### config.mk
export PLATFORM = sky130hd
export DESIGN_NAME = io_entry_ctrl
export DESIGN_NICKNAME = d
export VERILOG_FILES = /design/src/rtl/io_entry_pkg.sv /design/src/rtl/io_entry_ctrl_edge_sync.sv /design/src/rtl/io_entry_ctrl.sv
export SDC_FILE = /design/constraint.sdc
export NUM_CORES = 1
export LEC_CHECK = 0
export BUFFER_PORTS_ARGS = -buffer_cell sky130_fd_sc_hd__buf_2
export CAP_MARGIN = 0
export CORE_MARGIN = 10
export CORE_UTILIZATION = 43
export CTS_BUF_LIST = sky130_fd_sc_hd__clkbuf_8
export DETAILED_ROUTE_END_ITERATION = 16
export PLACE_DENSITY_LB_ADDON = 0.1
export SKIP_CTS_REPAIR_TIMING = 1
export SLEW_MARGIN = 20
export SYNTH_ARGS = -nofsm -noshare
export SYNTH_HDL_FRONTEND = slang
export SYNTH_SLANG_ARGS = --single-unit
### constraint.sdc
create_clock -name clk -period 2.6 [get_ports clk]
set_clock_uncertainty 0.1 [all_clocks]
set_input_delay 0.26 -clock clk [delete_from_list [all_inputs] [get_ports clk]]
set_output_delay 0.26 -clock clk [all_outputs]
set_load 0.02 [all_outputs]
### src/rtl/io_entry_pkg.sv
`default_nettype none
// +----------------------------------------------------------------------+
// | io_entry_pkg                                                         |
// | State, mode codes and sizing helpers for the front-panel controller. |
// | Revision: 1.0                                                        |
// +----------------------------------------------------------------------+
package io_entry_pkg;

    typedef enum logic [3:0] {
        IDLE       = 4'd0,
        CLR_SEL    = 4'd1,
        WR_SEL     = 4'd2,
        RD_SEL     = 4'd3,
        ADDR_ENTRY = 4'd4,
        DATA_ENTRY = 4'd5,
        ISSUE      = 4'd6,
        SHOW       = 4'd7,
        CLEARING   = 4'd8
    } state_t;

    localparam logic [1:0] c_MODE_CLR  = 2'b00;
    localparam logic [1:0] c_MODE_RD   = 2'b01;
    localparam logic [1:0] c_MODE_WR   = 2'b10;
    localparam logic [1:0] c_MODE_IDLE = 2'b11;

    function automatic int ceilDiv(input int num, input int den);
        return (num + den - 1) / den;
    endfunction

endpackage
`default_nettype wire

### src/rtl/io_entry_ctrl_edge_sync.sv
`default_nettype none
// +----------------------------------------------------------------------+
// | edge_sync                                                            |
// | Two-flop synchronizer followed by a one-cycle rising-edge pulse.     |
// | Revision: 1.0                                                        |
// +----------------------------------------------------------------------+
module edge_sync (
    input  logic clk,
    input  logic rst,
    input  logic i_async,
    output logic o_pulse
);

    logic [2:0] r_sync;

    always_ff @(posedge clk) begin
        if (rst) begin
            r_sync <= 3'b000;
        end else begin
            r_sync <= {r_sync[1:0], i_async};
        end
    end

    assign o_pulse = r_sync[1] & ~r_sync[2];

endmodule
`default_nettype wire

### src/rtl/io_entry_ctrl.sv
`default_nettype none
// +----------------------------------------------------------------------+
// | io_entry_ctrl                                                        |
// | Key/switch driven entry of memory read, write and clear operations.  |
// | Revision: 1.0                                                        |
// +----------------------------------------------------------------------+
module io_entry_ctrl
    import io_entry_pkg::*;
#(
    parameter int ADDR_W    = 25,
    parameter int DATA_W    = 16,
    parameter int NSW       = 4,
    parameter int CLR_WORDS = 256
) (
    input  logic                clk,
    input  logic                rst,
    input  logic                key0,
    input  logic                key1,
    input  logic [NSW-1:0]      sw,
    input  logic                mem_ack,
    input  logic [DATA_W-1:0]   mem_rdata,
    output logic                mem_req,
    output logic                mem_we,
    output logic [ADDR_W-1:0]   mem_addr,
    output logic [DATA_W-1:0]   mem_wdata,
    output logic [1:0]          mode,
    output logic [3:0]          stage,
    output logic [4*NSW-1:0]    display,
    output logic                busy,
    output logic                done
);

    localparam int c_AD     = ceilDiv(ADDR_W, 4);
    localparam int c_DD     = ceilDiv(DATA_W, 4);
    localparam int c_AP     = ceilDiv(c_AD, NSW);
    localparam int c_DP     = ceilDiv(c_DD, NSW);
    localparam int c_ATOP_W = ADDR_W - 4 * (c_AD - 1);
    localparam int c_DTOP_W = DATA_W - 4 * (c_DD - 1);
    localparam logic [3:0]        c_AP_LAST  = 4'(c_AP - 1);
    localparam logic [3:0]        c_DP_LAST  = 4'(c_DP - 1);
    localparam logic [ADDR_W-1:0] c_CLR_LAST = ADDR_W'(CLR_WORDS - 1);

    state_t              r_state;
    state_t              w_next;
    logic [3:0]          r_page;
    logic                r_isWrite;
    logic                r_req;
    logic                r_we;
    logic [ADDR_W-1:0]   r_addrOut;
    logic [DATA_W-1:0]   r_wdata;
    logic [DATA_W-1:0]   r_result;
    logic [ADDR_W-1:0]   r_clrCnt;
    logic                r_done;

    logic                w_key0Ev;
    logic                w_key1Raw;
    logic                w_key1Ev;
    logic [NSW-1:0]      w_swEv;
    logic                w_lastPage;
    logic [4*c_AD-1:0]   w_addrDig;
    logic [4*c_DD-1:0]   w_dataDig;
    logic [4*NSW*c_AP-1:0] w_addrPad;
    logic [4*NSW*c_DP-1:0] w_dataPad;
    logic [4*NSW*c_DP-1:0] w_resPad;

    edge_sync u_key0Sync (.clk(clk), .rst(rst), .i_async(key0), .o_pulse(w_key0Ev));
    edge_sync u_key1Sync (.clk(clk), .rst(rst), .i_async(key1), .o_pulse(w_key1Raw));

    generate
        for (genvar i = 0; i < NSW; i++) begin : g_swSync
            edge_sync u_swSync (.clk(clk), .rst(rst), .i_async(sw[i]), .o_pulse(w_swEv[i]));
        end
    endgenerate

    // key0 has priority whenever both keys fire together
    assign w_key1Ev = w_key1Raw & ~w_key0Ev;

    // Each digit counts modulo 16, except the top one which only spans the remaining bits
    generate
        for (genvar k = 0; k < c_AD; k++) begin : g_addrDig
            localparam logic [3:0] c_MASK = (k == c_AD - 1) ? 4'((1 << c_ATOP_W) - 1) : 4'hF;
            logic [3:0] r_dig;
            always_ff @(posedge clk) begin
                if (rst) begin
                    r_dig <= 4'h0;
                end else if (r_state == ADDR_ENTRY && r_page == 4'(k / NSW) && w_swEv[k % NSW]) begin
                    r_dig <= (r_dig + 4'h1) & c_MASK;
                end
            end
            assign w_addrDig[4*k +: 4] = r_dig;
        end
        for (genvar k = 0; k < c_DD; k++) begin : g_dataDig
            localparam logic [3:0] c_MASK = (k == c_DD - 1) ? 4'((1 << c_DTOP_W) - 1) : 4'hF;
            logic [3:0] r_dig;
            always_ff @(posedge clk) begin
                if (rst) begin
                    r_dig <= 4'h0;
                end else if (r_state == DATA_ENTRY && r_page == 4'(k / NSW) && w_swEv[k % NSW]) begin
                    r_dig <= (r_dig + 4'h1) & c_MASK;
                end
            end
            assign w_dataDig[4*k +: 4] = r_dig;
        end
    endgenerate

    always_comb begin
        w_lastPage = 1'b1;
        if (r_state == ADDR_ENTRY) begin
            w_lastPage = (r_page == c_AP_LAST);
        end else if (r_state == DATA_ENTRY || r_state == SHOW) begin
            w_lastPage = (r_page == c_DP_LAST);
        end
    end

    always_ff @(posedge clk) begin
        if (rst) begin
            r_state <= IDLE;
        end else begin
            r_state <= w_next;
        end
    end

    always_comb begin
        w_next = r_state;
        case (r_state)
            IDLE:       if (w_key0Ev) w_next = CLR_SEL;
            CLR_SEL:    if (w_key0Ev) w_next = WR_SEL;
                        else if (w_key1Ev) w_next = CLEARING;
            WR_SEL:     if (w_key0Ev) w_next = RD_SEL;
                        else if (w_key1Ev) w_next = ADDR_ENTRY;
            RD_SEL:     if (w_key0Ev) w_next = CLR_SEL;
                        else if (w_key1Ev) w_next = ADDR_ENTRY;
            ADDR_ENTRY: if (w_key1Ev && w_lastPage) w_next = r_isWrite ? DATA_ENTRY : ISSUE;
            DATA_ENTRY: if (w_key1Ev && w_lastPage) w_next = ISSUE;
            ISSUE:      if (mem_ack) w_next = r_isWrite ? IDLE : SHOW;
            SHOW:       if (w_key1Ev && w_lastPage) w_next = IDLE;
            CLEARING:   if (r_req && mem_ack && r_clrCnt == c_CLR_LAST) w_next = IDLE;
            default:    w_next = IDLE;
        endcase
    end

    always_ff @(posedge clk) begin
        if (rst) begin
            r_page    <= 4'd0;
            r_isWrite <= 1'b0;
            r_req     <= 1'b0;
            r_we      <= 1'b0;
            r_addrOut <= '0;
            r_wdata   <= '0;
            r_result  <= '0;
            r_clrCnt  <= '0;
            r_done    <= 1'b0;
        end else begin
            r_done <= 1'b0;
            case (r_state)
                CLR_SEL: begin
                    if (w_next == CLEARING) begin
                        r_clrCnt  <= '0;
                        r_req     <= 1'b1;
                        r_we      <= 1'b1;
                        r_addrOut <= '0;
                        r_wdata   <= '0;
                    end
                end
                WR_SEL, RD_SEL: begin
                    if (w_next == ADDR_ENTRY) begin
                        r_page    <= 4'd0;
                        r_isWrite <= (r_state == WR_SEL);
                    end
                end
                ADDR_ENTRY, DATA_ENTRY, SHOW: begin
                    if (w_key1Ev) begin
                        r_page <= w_lastPage ? 4'd0 : r_page + 4'd1;
                    end
                    if (w_next == ISSUE) begin
                        r_req     <= 1'b1;
                        r_we      <= r_isWrite;
                        r_addrOut <= w_addrDig[ADDR_W-1:0];
                        r_wdata   <= w_dataDig[DATA_W-1:0];
                    end
                end
                ISSUE: begin
                    if (mem_ack) begin
                        r_req  <= 1'b0;
                        r_done <= 1'b1;
                        if (!r_isWrite) begin
                            r_result <= mem_rdata;
                        end
                    end
                end
                CLEARING: begin
                    // Each word drops req for one cycle after its ack before the next word
                    if (r_req) begin
                        if (mem_ack) begin
                            r_req <= 1'b0;
                            if (r_clrCnt == c_CLR_LAST) begin
                                r_done <= 1'b1;
                            end else begin
                                r_clrCnt <= r_clrCnt + 1'b1;
                            end
                        end
                    end else begin
                        r_req     <= 1'b1;
                        r_addrOut <= r_clrCnt;
                    end
                end
                default: ;
            endcase
        end
    end

    always_comb begin
        mode  = c_MODE_IDLE;
        stage = 4'd0;
        case (r_state)
            CLR_SEL, CLEARING:  mode = c_MODE_CLR;
            WR_SEL:             mode = c_MODE_WR;
            RD_SEL, SHOW:       mode = c_MODE_RD;
            ADDR_ENTRY, DATA_ENTRY: begin
                mode  = r_isWrite ? c_MODE_WR : c_MODE_RD;
                stage = r_page + 4'd1;
            end
            ISSUE:              mode = r_isWrite ? c_MODE_WR : c_MODE_RD;
            default:            mode = c_MODE_IDLE;
        endcase
    end

    always_comb begin
        w_addrPad = '0;
        w_addrPad[4*c_AD-1:0] = w_addrDig;
        w_dataPad = '0;
        w_dataPad[4*c_DD-1:0] = w_dataDig;
        w_resPad = '0;
        w_resPad[DATA_W-1:0] = r_result;
        display = '0;
        for (int p = 0; p < c_AP; p++) begin
            if (r_state == ADDR_ENTRY && r_page == 4'(p)) display = w_addrPad[p*4*NSW +: 4*NSW];
        end
        for (int p = 0; p < c_DP; p++) begin
            if (r_state == DATA_ENTRY && r_page == 4'(p)) display = w_dataPad[p*4*NSW +: 4*NSW];
            if (r_state == SHOW && r_page == 4'(p))       display = w_resPad[p*4*NSW +: 4*NSW];
        end
    end

    assign mem_req   = r_req;
    assign mem_we    = r_we;
    assign mem_addr  = r_addrOut;
    assign mem_wdata = r_wdata;
    assign busy      = (r_state == ISSUE) || (r_state == CLEARING);
    assign done      = r_done;

endmodule
`default_nettype wire

==> Yosys cells after proc, flatten, opt, wreduce, memory -nomap -nowiden <==
Cells that the tools add are included.
{ "op_classes": {"add_sub_neg": 13, "n_eq_ne": 22, "muxes": 51, "bitwise": 15, "n_reduce_logical": 40} }
{ "ops": {"columns": ["op", "count"], "rows": [
  ["$mux 25", 6],
  ["$mux 16", 6],
  ["$pmux 25 s3", 1],
  ["$mux 4", 15],
  ["$pmux 25 s2", 1],
  ["$add 4x1->4 const B", 11],
  ["$pmux 4 s9", 1],
  ["$pmux 16 s2", 1],
  ["$add 25x1->25 const B", 1],
  ["$eq 25x8->1 const B", 1],
  ["$eq 4x3->1 const B", 6],
  ["$logic_and 1x1->1", 18],
  ["$ne 2x2->1 const B", 9],
  ["$mux 1", 12],
  ["$reduce_and 3->1", 3],
  ["$eq 4x1->1 const B", 2],
  ["$eq 4x2->1 const B", 2],
  ["$eq 4x4->1 const B", 2],
  ["$logic_not 4->1", 2],
  ["$not 1->1", 8],
  ["$pmux 2 s4", 1],
  ["$pmux 4 s2", 1],
  ["$reduce_and 4->1", 2],
  ["$reduce_or 2->1", 4],
  ["13 further kinds", 25]
]} }
{ "word_totals": {"regBits": 153, "in_bits": 25, "output_inout_bits": 67, "wordCells": 168} }

==> Longest topological paths before layout <==
{ "logic_depth": {"depth_word": 10, "ltp_mapped": 10, "ltp_nobuf": 7} }

==> Hierarchy <==
A second synthesis with hierarchy kept.
{ "unflattened": {"cells_unflattened": 945, "area_unflattened_um2": 7926.4} }
{ "by_module_without_submodules": {"columns": ["mod", "instances", "cells_per_inst", "area_each_um2", "seq_area_each_um2"], "rows": [
  ["io_entry_ctrl", 1, 903, 7400.8, 2702.6],
  ["edge_sync", 6, 7, 87.6, 60.1]
]} }

==> Worst setup path before layout <==
Ideal clock, no wire load.
{ "synth_timing": {"path_kind": "reg-to-output", "start": "register r_page[0]", "end": "output display[4]", "arrival_ps": 2270, "required_ps": 2240, "path_slack_ps": -30, "stages_incl_launch_ff": 11, "n_path_buf": 3, "cell_sequence": "dfxtp_1 -> inv_1 -> ha_1 -> or3b_2 -> clkbuf_1 -> nor2_1 -> and2_1 -> buf_2 -> buf_2 -> a222oi_1 -> a21oi_1"} }
{ "synth_between": {"elab_chain_len": 6, "elab_cells_between_ends": 10, "cone_classes": "1 x eq/ne; 4 x mux; 5 x reduce/logical"} }
{ "synth_lines": {"columns": ["element", "line_no", "text"], "rows": [
  ["start, declared", "io_entry_ctrl.sv:45", "logic [3:0] r_page;"],
  ["start signal, assigned", "io_entry_ctrl.sv:173", "r_page <= w_lastPage ? 4'd0 : r_page + 4'd1;"],
  ["$logic_not 4->1", "io_entry_ctrl.sv:237, io_entry_ctrl.sv:240, io_entry_ctrl.sv:241", null],
  ["$logic_and 1x1->1", "io_entry_ctrl.sv:237", "if (r_state == ADDR_ENTRY && r_page == 4'(p)) display = w_addrPad[p*4*NSW +: 4*NSW];"],
  ["$mux 16 (2 in a row)", "io_entry_ctrl.sv:237", null],
  ["$mux 16", "io_entry_ctrl.sv:240", "if (r_state == DATA_ENTRY && r_page == 4'(p)) display = w_dataPad[p*4*NSW +: 4*NSW];"],
  ["$mux 16 *", "io_entry_ctrl.sv:241", "if (r_state == SHOW && r_page == 4'(p)) display = w_resPad[p*4*NSW +: 4*NSW];"],
  ["end, declared", "io_entry_ctrl.sv:28", "output logic [4*NSW-1:0] display,"]
]} }
Every way passes the cells marked *; elsewhere a longest branch is shown, timed or not.

==> Final worst setup path <==
{ "layout_timing": {"start": "register r_page[0]", "end": "output display[5]"} }
The elaborated chain is that of the path after synthesis.

==> results.txt <==
The count of antenna-violating nets left after detailed routing is 0. After synthesis, the most frequently instantiated cells are sky130_fd_sc_hd__dfxtp_1 (153), sky130_fd_sc_hd__nand2_1 (90), sky130_fd_sc_hd__nor2_1 (75), sky130_fd_sc_hd__a21oi_1 (54), sky130_fd_sc_hd__clkbuf_1 (38). The worst setup path is of the register to primary output kind. The number of global-route vias before repair is roughly 6200.

The overall die width came out at between 100 and 150 um. For this run, design rule violations remaining after detail routing come to 0. The total wirelength of the detailed-routed design came out at about 21 mm. The critical path data arrival time is approximately 2.4 ns. The post-synthesis async set-or-reset flop share came out at 0%. Setup repair after global routing could not meet its margin everywhere. The pin count of the biggest net entering global routing is 62. TritonCTS built the clock tree. The largest total area in the synthesized netlist belongs to sky130_fd_sc_hd__dfxtp_1. Synthesis inferred 153 register bits. The fraction of final layout cells sized beyond drive strength 1 is 21.66%. The number of diodes added for antenna fixing is 0. The clock latency on the worst-skew pair came out at around 0.46 ns.

The measured slew at the worst slew-check pin is between 0.7 and 0.8 ns. For this run, the number of Yosys warnings is 0. The adder-cell area share of the yosys netlist is between 2 and 2.5%.

The clock slew at the register clock pins of the worst setup and hold paths is roughly 0.090 ns. The final weighted congestion in routability-driven placement came out at 0.8578. VDD sags by at most approximately 280 uV. The H-tree depth came out at 4.

The fraction of synthesized cell area taken by the top area cell type is between 40% and 50%. Setup slack on the critical path of the routed design comes to -0.2028 ns. The data required time at the worst endpoint came out at ~2.2 ns.

The post-synthesis to final-layout area growth came out at 22.81%. The first routing iteration left between 500 and 600 violations. Counting every sink on the clock net gives approximately 150.

The number of distinct library cells after synthesis is a little under 70. In the post-synthesis netlist, the cell with the most instances is sky130_fd_sc_hd__dfxtp_1. In the routed layout, each cell is associated on average with a via count of between 5 and 6.

The netlist area before placement is around 7200 sq um. In this run the worst hold path is classified as input pin to register. The simple-gate share of the synthesized area is between 20% and 30%.

The sequential fraction of the synthesis area came out at 42.27%. The clock period minus final worst setup slack is about 2.8 ns. The share of the synthesized netlist area taken by xor and xnor gates came out at between 3 and 4%. The number of max-cap violations is 0. The effective utilization at floorplan is between 40% and 50%. The floorplan step defined a core boundary enclosing roughly 17000 sq um. In this run the power density over the cells is 475.8 nW/um^2. The overall via count from detail_route is about 6600. The most frequently used flop master after synthesis is sky130_fd_sc_hd__dfxtp_1. The floorplan has 47 rows.

After legalization and detailed placement, the total HPWL measured approximately 15 mm. The die is 149.8 um tall. The number of failing hold endpoints at the final stage is 0. The synthesized netlist devotes between 10% and 20% of its cell area to compound gates.

The count of final max-slew check failures was 0. The wire length of the first global-routing pass is ~33 mm. The final-report setup violation count is 16. The cell area after layout is a little under 9000 sq um. The worst slew margin relative to its limit came out at 50.14%.

The largest buffer count on any clock path came out at 2. The worst setup path is launched from a register. The fill cell instance count of the final layout is ~1600. The run finished, with violations left. The end-of-flow core utilization is 53.85%. By area, the combinational part of the netlist is dominated by simple AND/OR/NAND/NOR gates. The tree is rooted in a sky130_fd_sc_hd__clkbuf_8. The total congestion overflow came out at 0. The leakage power summed over all cells is around 0.0035 uW. The checks that failed: negative setup slack.

Static timing analysis puts the maximum clock frequency at 356.8 MHz. The all-layer global routing usage is a little under a fifth. The largest fanout of any net on the critical path came out at 7. The layout net count came out at 991. The number of antenna violations at the first check in global routing is 0.

In the synthesized netlist, mux cells make up approximately 2.8% of the area. The number of ports placed on the die boundary is just over 90. The total nets after synthesis came out at ~870. The post-synthesis area per instance is slightly below 9 sq um. Ranked by total cell area, the synthesized netlist is headed by sky130_fd_sc_hd__dfxtp_1 (42%), sky130_fd_sc_hd__nand2_1 (4.7%), sky130_fd_sc_hd__nor2_1 (3.9%). The length of the first detailed-routing pass in iterations is 5. The number of buffers added on ports came out at between 90 and 100. In this run, CTS created clock tree buffers numbering 17. The die outline area is 22440 sq um. The area of placed instances came out at approximately 8100 sq um. The endpoint kind of the worst setup timing path is a primary output. The final period utilization came out at 107.8%. The synthesized design contains 0 enable-type register cells.

In the final routed layout, each cell accounts on average for roughly 18 um. The count of mapped cells out of synthesis is 830.
[final cells by class]
cell class | count | area [sq um] | share of cell area [%]
timing repair buffer | 167 | 1257 | 14.13
inverter | 14 | 55.05 | 0.6187
clock inverter | 15 | 123.9 | 1.392
tap | 220 | 275.3 | 3.093
sequential | 153 | 3070 | 34.51
clock buffer | 17 | 234.0 | 2.629
multi-input combinational | 599 | 3882 | 43.63
[cells in the final DEF (no fill, tap or decap), types with 22 or more instances in the layout]
| cell type | instances |
|---|---|
| sky130_fd_sc_hd__a22oi_1 | 23 |
| sky130_fd_sc_hd__nor2_1 | 75 |
| sky130_fd_sc_hd__nand2_1 | 90 |
| sky130_fd_sc_hd__nor3_1 | 30 |
| sky130_fd_sc_hd__dlygate4sd3_1 | 22 |
| sky130_fd_sc_hd__xor2_1 | 29 |
| sky130_fd_sc_hd__buf_2 | 74 |
| sky130_fd_sc_hd__buf_4 | 52 |
| sky130_fd_sc_hd__a21oi_1 | 51 |
| sky130_fd_sc_hd__nand3_1 | 29 |
| sky130_fd_sc_hd__dfxtp_1 | 151 |
| sky130_fd_sc_hd__a211oi_1 | 27 |
| sky130_fd_sc_hd__nor2b_1 | 25 |
[final timing paths]
kind | slack [ns] | from | endpoint | cells after the start
worst min register to register | 0.34 | g_swSync[1].u_swSync.r_sync[0]$_SDFF_PP0_ | g_swSync[1].u_swSync.r_sync[1]$_SDFF_PP0_ | 1
worst max-delay path | -0.20 | r_page[0]$_SDFFE_PP0P_ | display[5] | 10
worst max register to register | 0.16 | r_page[0]$_SDFFE_PP0P_ | g_addrDig[3].r_dig[3]$_SDFFE_PP0P_ | 10
worst min-delay path | 0.06 | mem_ack | done$_SDFF_PP0_ | 2
[routing by layer]
| layer | wire length, um | track usage (%) |
|---|---|---|
| met5 | 0 | 0 |
| met4 | 432 | 7.143 |
| met3 | 1280 | 3.865 |
| met2 | 10280 | 30.07 |
| met1 | 9268 | 23.02 |
[logic make-up (layout without fill, tap and decap cells)]
| group | after synthesis | in the layout |
|---|---|---|
| AND/OR/NAND/NOR | 337 | 337 |
| AO/OA/AOI/OAI | 195 | 195 |
| flip-flops | 153 | 153 |
| buffers and inverters | 78 | 213 |
| XOR/XNOR | 33 | 33 |
| multiplexers | 20 | 20 |
| adder cells (fa/ha/maj) | 14 | 14 |
[where the power goes]
group	leakage [uW]	internal, uW	switching, uW
sequential	0.00124	2360	10.8
clock	0.000171	679	974
combinational	0.00205	85.4	125
total	0.00345	3120	1110
[worst max-delay path, cell delays in order, from the launching register on]
cell and delay (ns):
sky130_fd_sc_hd__dfxtp_4 0.38, sky130_fd_sc_hd__inv_4 0.07, sky130_fd_sc_hd__ha_4 0.12, sky130_fd_sc_hd__or3b_4 0.38
sky130_fd_sc_hd__buf_6 0.14, sky130_fd_sc_hd__nor3_4 0.21, sky130_fd_sc_hd__buf_12 0.15, sky130_fd_sc_hd__clkbuf_16 0.14
sky130_fd_sc_hd__a22o_1 0.13, sky130_fd_sc_hd__a221o_1 0.14, sky130_fd_sc_hd__buf_6 0.13
[registers in the layout, summed over array words and instances, names as in the netlist, 4 cells and up]
name / cells
r_state: 4
r_result: 16
mem_wdata: 16
r_clrCnt: 25
mem_addr: 25
r_page: 4
g_dataDig.r_dig: 16
g_addrDig.r_dig: 25
g_swSync.u_swSync.r_sync: 12
[metrics by stage]
step / std cells / hold WS [ns] / TNS, ns / worst slack, ns / total power (uW)
floorplan: 830 / 0.2882 / 0 / 0.001562 / 2542
global placement: 1120 / 0.3185 / 0 / 0.05624 / 2608
detailed placement: 1120 / 0.3212 / -0.2027 / -0.05127 / 2611
CTS: 1152 / -0.1227 / -7.952 / -0.5726 / 4254
global route: 1185 / 0.03604 / -4.038 / -0.3081 / 4401
finish: 1185 / 0.06186 / -2.187 / -0.2028 / 4234
(Power assumes the default switching activity.)
